$ cat src/rtl/muldiv_sequencer.sv
// Multi-cycle unsigned mul/divu/remu sequencer for the RV32 M-extension.
// Ports: clk, reset_n, start, op, a, b in; busy, done, stall, result out.
module muldiv_sequencer #(
    parameter int WIDTH = 32
) (
    input  logic             clk,
    input  logic             reset_n,
    input  logic             start,
    input  logic [1:0]       op,
    input  logic [WIDTH-1:0] a,
    input  logic [WIDTH-1:0] b,
    output logic             busy,
    output logic             done,
    output logic             stall,
    output logic [WIDTH-1:0] result
);

    localparam int CW = $clog2(WIDTH);

    localparam logic [1:0] OP_MUL  = 2'b00;
    localparam logic [1:0] OP_DIVU = 2'b01;
    localparam logic [1:0] OP_RSV  = 2'b11;

    typedef enum logic [1:0] {
        IDLE,
        BUSY,
        DONE
    } state_t;

    state_t state;
    state_t state_nxt;

    logic [1:0]       op_q;
    logic [WIDTH-1:0] x_q;
    logic [WIDTH-1:0] y_q;
    logic [WIDTH:0]   acc_q;
    logic [CW-1:0]    count;

    logic accept;
    logic last;

    // x holds multiplier (mul) or dividend/quotient (div);
    // y holds multiplicand (mul) or divisor (div);
    // acc holds product (mul) or partial remainder (div).
    logic [WIDTH:0]   shifted;
    logic [WIDTH+1:0] trial;
    logic             borrow;
    logic [WIDTH:0]   acc_nxt;
    logic [WIDTH-1:0] x_nxt;
    logic [WIDTH-1:0] y_nxt;
    logic [WIDTH-1:0] res_nxt;

    assign accept = (state == IDLE) && start && (op != OP_RSV);
    assign last   = (count == CW'(WIDTH - 1));

    // Gated by reset_n so a held start cannot stall the core in reset.
    assign stall = reset_n && (accept || (state == BUSY));

    always_ff @(posedge clk or negedge reset_n) begin
        if (!reset_n) begin
            state <= IDLE;
        end else begin
            state <= state_nxt;
        end
    end

    always_comb begin
        state_nxt = state;
        unique case (state)
            IDLE:    if (accept) state_nxt = BUSY;
            BUSY:    if (last) state_nxt = DONE;
            DONE:    state_nxt = IDLE;
            default: state_nxt = IDLE;
        endcase
    end

    always_comb begin
        shifted = {acc_q[WIDTH-1:0], x_q[WIDTH-1]};
        trial   = {1'b0, shifted} - {2'b00, y_q};
        borrow  = trial[WIDTH+1];
        acc_nxt = acc_q;
        x_nxt   = x_q;
        y_nxt   = y_q;
        if (op_q == OP_MUL) begin
            if (x_q[0]) begin
                acc_nxt = {1'b0, acc_q[WIDTH-1:0] + y_q};
            end
            x_nxt = x_q >> 1;
            y_nxt = y_q << 1;
        end else begin
            acc_nxt = borrow ? shifted : trial[WIDTH:0];
            x_nxt   = {x_q[WIDTH-2:0], ~borrow};
        end
        res_nxt = (op_q == OP_DIVU) ? x_nxt : acc_nxt[WIDTH-1:0];
    end

    always_ff @(posedge clk or negedge reset_n) begin
        if (!reset_n) begin
            op_q   <= 2'b00;
            x_q    <= '0;
            y_q    <= '0;
            acc_q  <= '0;
            count  <= '0;
            result <= '0;
            busy   <= 1'b0;
            done   <= 1'b0;
        end else begin
            busy <= (state_nxt == BUSY);
            done <= (state_nxt == DONE);
            if (accept) begin
                op_q  <= op;
                count <= '0;
                acc_q <= '0;
                if (op == OP_MUL) begin
                    x_q <= b;
                    y_q <= a;
                end else begin
                    x_q <= a;
                    y_q <= b;
                end
            end else if (state == BUSY) begin
                count <= count + 1'b1;
                acc_q <= acc_nxt;
                x_q   <= x_nxt;
                y_q   <= y_nxt;
                if (last) begin
                    result <= res_nxt;
                end
            end
        end
    end

endmodule

$ cat config.mk
export PLATFORM = sky130hd
export DESIGN_NAME = muldiv_sequencer
export DESIGN_NICKNAME = d
export VERILOG_FILES = /design/src/rtl/muldiv_sequencer.sv
export SDC_FILE = /design/constraint.sdc
export NUM_CORES = 1
export LEC_CHECK = 0
export ABC_AREA = 1
export CAP_MARGIN = 20
export CORE_ASPECT_RATIO = 1.1
export CORE_MARGIN = 2
export CORE_UTILIZATION = 60
export DETAILED_ROUTE_END_ITERATION = 8
export PLACE_DENSITY = 0.86
export RECOVER_POWER = 50
export SLEW_MARGIN = 5
export SYNTH_ARGS = -nofsm -noshare
export SYNTH_HDL_FRONTEND = slang
export SYNTH_SLANG_ARGS = --single-unit
$ cat constraint.sdc
create_clock -name clk -period 2.4 [get_ports clk]
set_input_delay 0.24 -clock clk [delete_from_list [all_inputs] [get_ports clk]]
set_output_delay 0.24 -clock clk [all_outputs]
set_load 0.02 [all_outputs]
==> results of run 1 <==
## metal layers
layer	GRT overflow	GRT usage, %
met2	4	92.0
met3	0	63.9
met4	6	74.6
met5	0	31.4
met1	0	74.7
## kinds of logic after synthesis
family	after synthesis	synth area share, %
buffers and inverters	432	13.1
adder cells (fa/ha/maj)	67	6.78
multiplexers	2	0.159
AO/OA/AOI/OAI	325	15.7
AND/OR/NAND/NOR	1077	35.0
flip-flops	139	27.6
XOR/XNOR	23	1.60
## cell usage after synthesis (all sizes together), types with 7 or more instances
library cell / count / area, sq um
a21oi: 109 / 546
buf: 21 / 110
clkbuf: 57 / 214
dfrtp: 139 / 3480
ha: 65 / 813
inv: 351 / 1320
nand2: 761 / 2890
nand3: 138 / 701
nand3b: 7 / 52.6
nand4: 26 / 163
nor2: 123 / 472
nor3: 12 / 60.1
o211ai: 41 / 308
o21ai: 105 / 526
o221ai: 51 / 447
xor2: 20 / 175
## per-stage QoR
| stage | std cells | setup TNS [ns] |
|---|---|---|
| CTS | 2670 | -0.214 |
| detailed placement | 2619 | -4.86 |
| global placement | 2619 | -2.27 |
| floorplan | 2065 | 0 |
## what timing repair did
item / 4_1_cts
endpoints found under the setup margin: 58
pin swaps: 34
resized for setup: 150
endpoints found under the hold margin: 116
hold buffers: 1
buffers inserted: 17
gates cloned: 1
==> reports/metrics.yaml, run 1 <==
synth:
  syn_area_per_cell_sq_um: 6.09
  synth_warnings: 0
  yosysSeqAreaShare_pct: 27.6
  syn-num-nets: 2201
  synth_ff_type: "dfrtp_1"
  synth_area_sq_um: 12600
  async_reset_ff_share_pct: 100
  netlist-cell-type-count: 40
  syn_inst: 2065
  synth_seq_cells: 139
  synth_edf_count: 0
place:
  dp_hpwl_mm: 37.2
  place_ws_ns: -0.275
  routabilityCongestion: 1.08
  place_area_sq_um: 15800
  io_buffers: 103
cts:
  cts_root_buffer: "clkbuf_16"
  cts.sinks: 139
  clk_path_buf_depth: 2
  cts_inserted_buffers: 17
  htree_levels: 4
floorplan:
  die_x_um: 142
  dieHeight_um: 156
  io_pins: 104
  start_util_pct: 61.2
  num_rows: 55
run_status:
  first-error: "[ERROR GRT-0232] Routing congestion too high. Check the congestion heatmap in the GUI."
  outcome: "did not finish"
  haltStage: "global routing"
timing:
  endpoint_type: "register data pin"
  crit_endpoint: "result[15]$_DFFE_PN0P_/D"
global_route:
  grt_max_degree: 140
  grt.total_usage_pct: 76.1
  grt.overflow.total: 10
==> run 2: changes to the inputs <==
--- a/config.mk
+++ b/config.mk
@@ -7,11 +7,10 @@
 export LEC_CHECK = 0
 export ABC_AREA = 1
 export CAP_MARGIN = 20
-export CORE_ASPECT_RATIO = 1.1
 export CORE_MARGIN = 2
-export CORE_UTILIZATION = 60
+export CORE_UTILIZATION = 40
 export DETAILED_ROUTE_END_ITERATION = 8
-export PLACE_DENSITY = 0.86
+export PLACE_DENSITY_LB_ADDON = 0.15
 export RECOVER_POWER = 50
 export SLEW_MARGIN = 5
 export SYNTH_ARGS = -nofsm -noshare
==> reports/metrics.yaml, run 2 <==
finish:
  finalNonFillerCells: 2837
  drive_above_1_share_pct: 28.1
  num_antenna_cells: 0
  final_cell_mix: "nand2_1, inv_1, buf_4"
  syn_to_final_growth_pct: 48.4
  fin_nets: 2567
  final_common_cell: "nand2_1"
routing:
  wl_mm: 54.7
  dr.pass1.iters: 7
  post_drt_wl_per_cell_um: 19.3
  viasPerCell: 5.35
  drc: 0
  vias: 15200
  detail-route-antenna-nets: 0
  drt-initial-drc-count: 1267
synth:
  synth-xor-area-share_pct: 1.60
  yosysTopAreaCell: "dfrtp_1"
  synth_area_leaders: "dfrtp_1, nand2_1, inv_1"
  netlist-cell-type-count: 40
  synthAdderAreaFrac_pct: 6.78
  synth_seq_cells: 139
  synth-simple-area-share_pct: 35.0
  synth_area_sq_um: 12600
  synth_mux_area_share_pct: 0.159
  synth_top_family_by_area: "simple AND/OR/NAND/NOR gates"
  synth_compound_area_share_pct: 15.7
  async_reset_ff_share_pct: 100
  synth_ff_type: "dfrtp_1"
  synth_common_cells: "nand2_1, inv_1, dfrtp_1, nand3_1, nor2_1"
  synth_warnings: 0
  syn_area_per_cell_sq_um: 6.09
  yosysSeqAreaShare_pct: 27.6
  syn_inst: 2065
  synth_top_area_share_pct: 27.6
  syn-num-nets: 2201
  synth.most_common_cell: "nand2_1"
  synth_edf_count: 0
cts:
  clk_pin_slew_ns: 0.06
  cts_tree: "yes"
  htree_levels: 4
  clk_latency_ns: 0.44
  cts_inserted_buffers: 17
  cts_root_buffer: "clkbuf_16"
  clk_path_buf_depth: 2
  cts.sinks: 139
setup_path:
  crit_path_start_kind: "register"
  rr_worst_depth: 16
  cp.required_ns: 2.72
  rr_endpoint: "result[18]"
  worstSetupPathType: "reg2reg"
  worst-path-max-fanout: 3
  crit_path_end_kind: "register"
  arrival_ns: 2.78
  r2r_slack_ns: -0.06
  regToRegStartpoint: "y_q[0]"
floorplan:
  io_pins: 104
  num_rows: 64
  die_x_um: 181
  coreArea_sq_um: 30700
  die-area_sq_um: 32900
  dieHeight_um: 181
  start_util_pct: 40.9
place:
  dp_hpwl_mm: 41.5
  place_ws_ns: -0.431
  routabilityCongestion: 1.02
  io_buffers: 103
  post-place-cells: 2776
run:
  max_cap_violations: 0
timing:
  hold_violations: 0
  timing.fmax_mhz: 407
  tns_ns: -0.345
  hold_slack_ns: 0.472
  skew_ns: 0.0124
  timing.final.ws_setup_ns: -0.0566
  maxSlewViolCount: 0
  worst_pin_slew_ns: 1.41
  slew_headroom_pct: 6.19
  rsz0062_at_grt: "true"
  layout_worst_path_cycle_share_pct: 102
  period_minus_slack_ns: 2.46
  setup_viol: 12
global_route:
  grt_busiest_layer: "met2"
  grt_use_met3_pct: 4.51
  grt.overflow.total: 0
  grt_pass1_vias: 14300
  antenna_found_initial: 1
  met1_usage_pct: 40.0
  grt_pass1_wl_mm: 81.0
  grt.total_usage_pct: 32.3
  grt_max_degree: 140
  use_met2_pct: 53.5
run_status:
  outcome: "finished, violations left"
  failed_checks: "negative setup slack"
min_path:
  worstHoldPathType: "in2reg"
  hold_start: "b[7]"
  hold_depth: 3
  hold-path-endpoint: "x_q[7]"
==> run 2: cell counts after synthesis <==
Identical to the previous run, type by type.
==> run 2: critical path: stages (launching register included) <==
cell and delay, ns:
dfrtp_2 0.44, ha_4 0.18, fa_2 0.40, nand2_2 0.09, nand2_2 0.08, nand3b_1 0.12, nand2_2 0.10, nand2_2 0.09
nand2_4 0.07, nand2_2 0.08, nand2_2 0.05, nand2_1 0.06, nand3_2 0.13, nand2_2 0.13, nand4_1 0.12, nand2_1 0.14
nand2_1 0.06
==> run 2: how the worst max path moves through the flow <==
stage	startpoint	cells past startpoint	endpoint	slack, ns
global placement	x_q[31]	16	result[20]	-0.37
floorplan	acc_q[0]	13	acc_q[12]	0.25
detailed placement	x_q[31]	16	result[20]	-0.43
finish	y_q[0]	16	result[18]	-0.06
CTS	x_q[31]	16	result[20]	-0.04
global route	y_q[0]	16	result[18]	-0.16
==> run 2: per-stage QoR <==
stage | area (sq um) | utilization, %
after global routing | 18700 | 60.7
after floorplan | 12600 | -
after CTS | 17300 | 56.3
after global placement | 16100 | 52.5
final | 18700 | 60.7
after detailed placement | 16100 | 52.5
==> run 2: cell families after synthesis <==
| logic type | count (synthesis) |
|---|---|
| compound gates | 325 |
| xor+xnor | 23 |
| fa+ha+maj | 67 |
| buf+inv | 432 |
| flops | 139 |
| mux | 2 |
| simple gates | 1077 |
==> run 2: layout make-up <==
class / count / area [sq um]
fillers: 2889 / 12100
multi-input cells: 1494 / 9100
repair buffers: 425 / 3660
flip-flops and latches: 139 / 3500
inverters: 354 / 1340
well taps: 396 / 495
clock buffers: 18 / 429
clock inverters: 11 / 148
==> run 2: repair_timing <==
action / in CTS / in global routing
hold buffers: 1 / 0
resized for setup: 113 / 278
pin swaps: 24 / 87
cloned: 0 / 1
endpoints found under the setup margin: 58 / 64
endpoints found under the hold margin: 78 / 0
buffers inserted: 10 / 20
==> run 2: per-layer routing <==
| metal | vias up | part of all wire, % |
|---|---|---|
| met5 | - | 0.024 |
| met4 | 2 | 6.6 |
| met3 | 157 | 5.5 |
| met2 | 565 | 47 |
| met1 | 7116 | 41 |
| li1 | 7332 | - |
Power of run 2 is not shown: default switching activity piles up to over one toggle a cycle in this logic, so the estimate is an artifact.
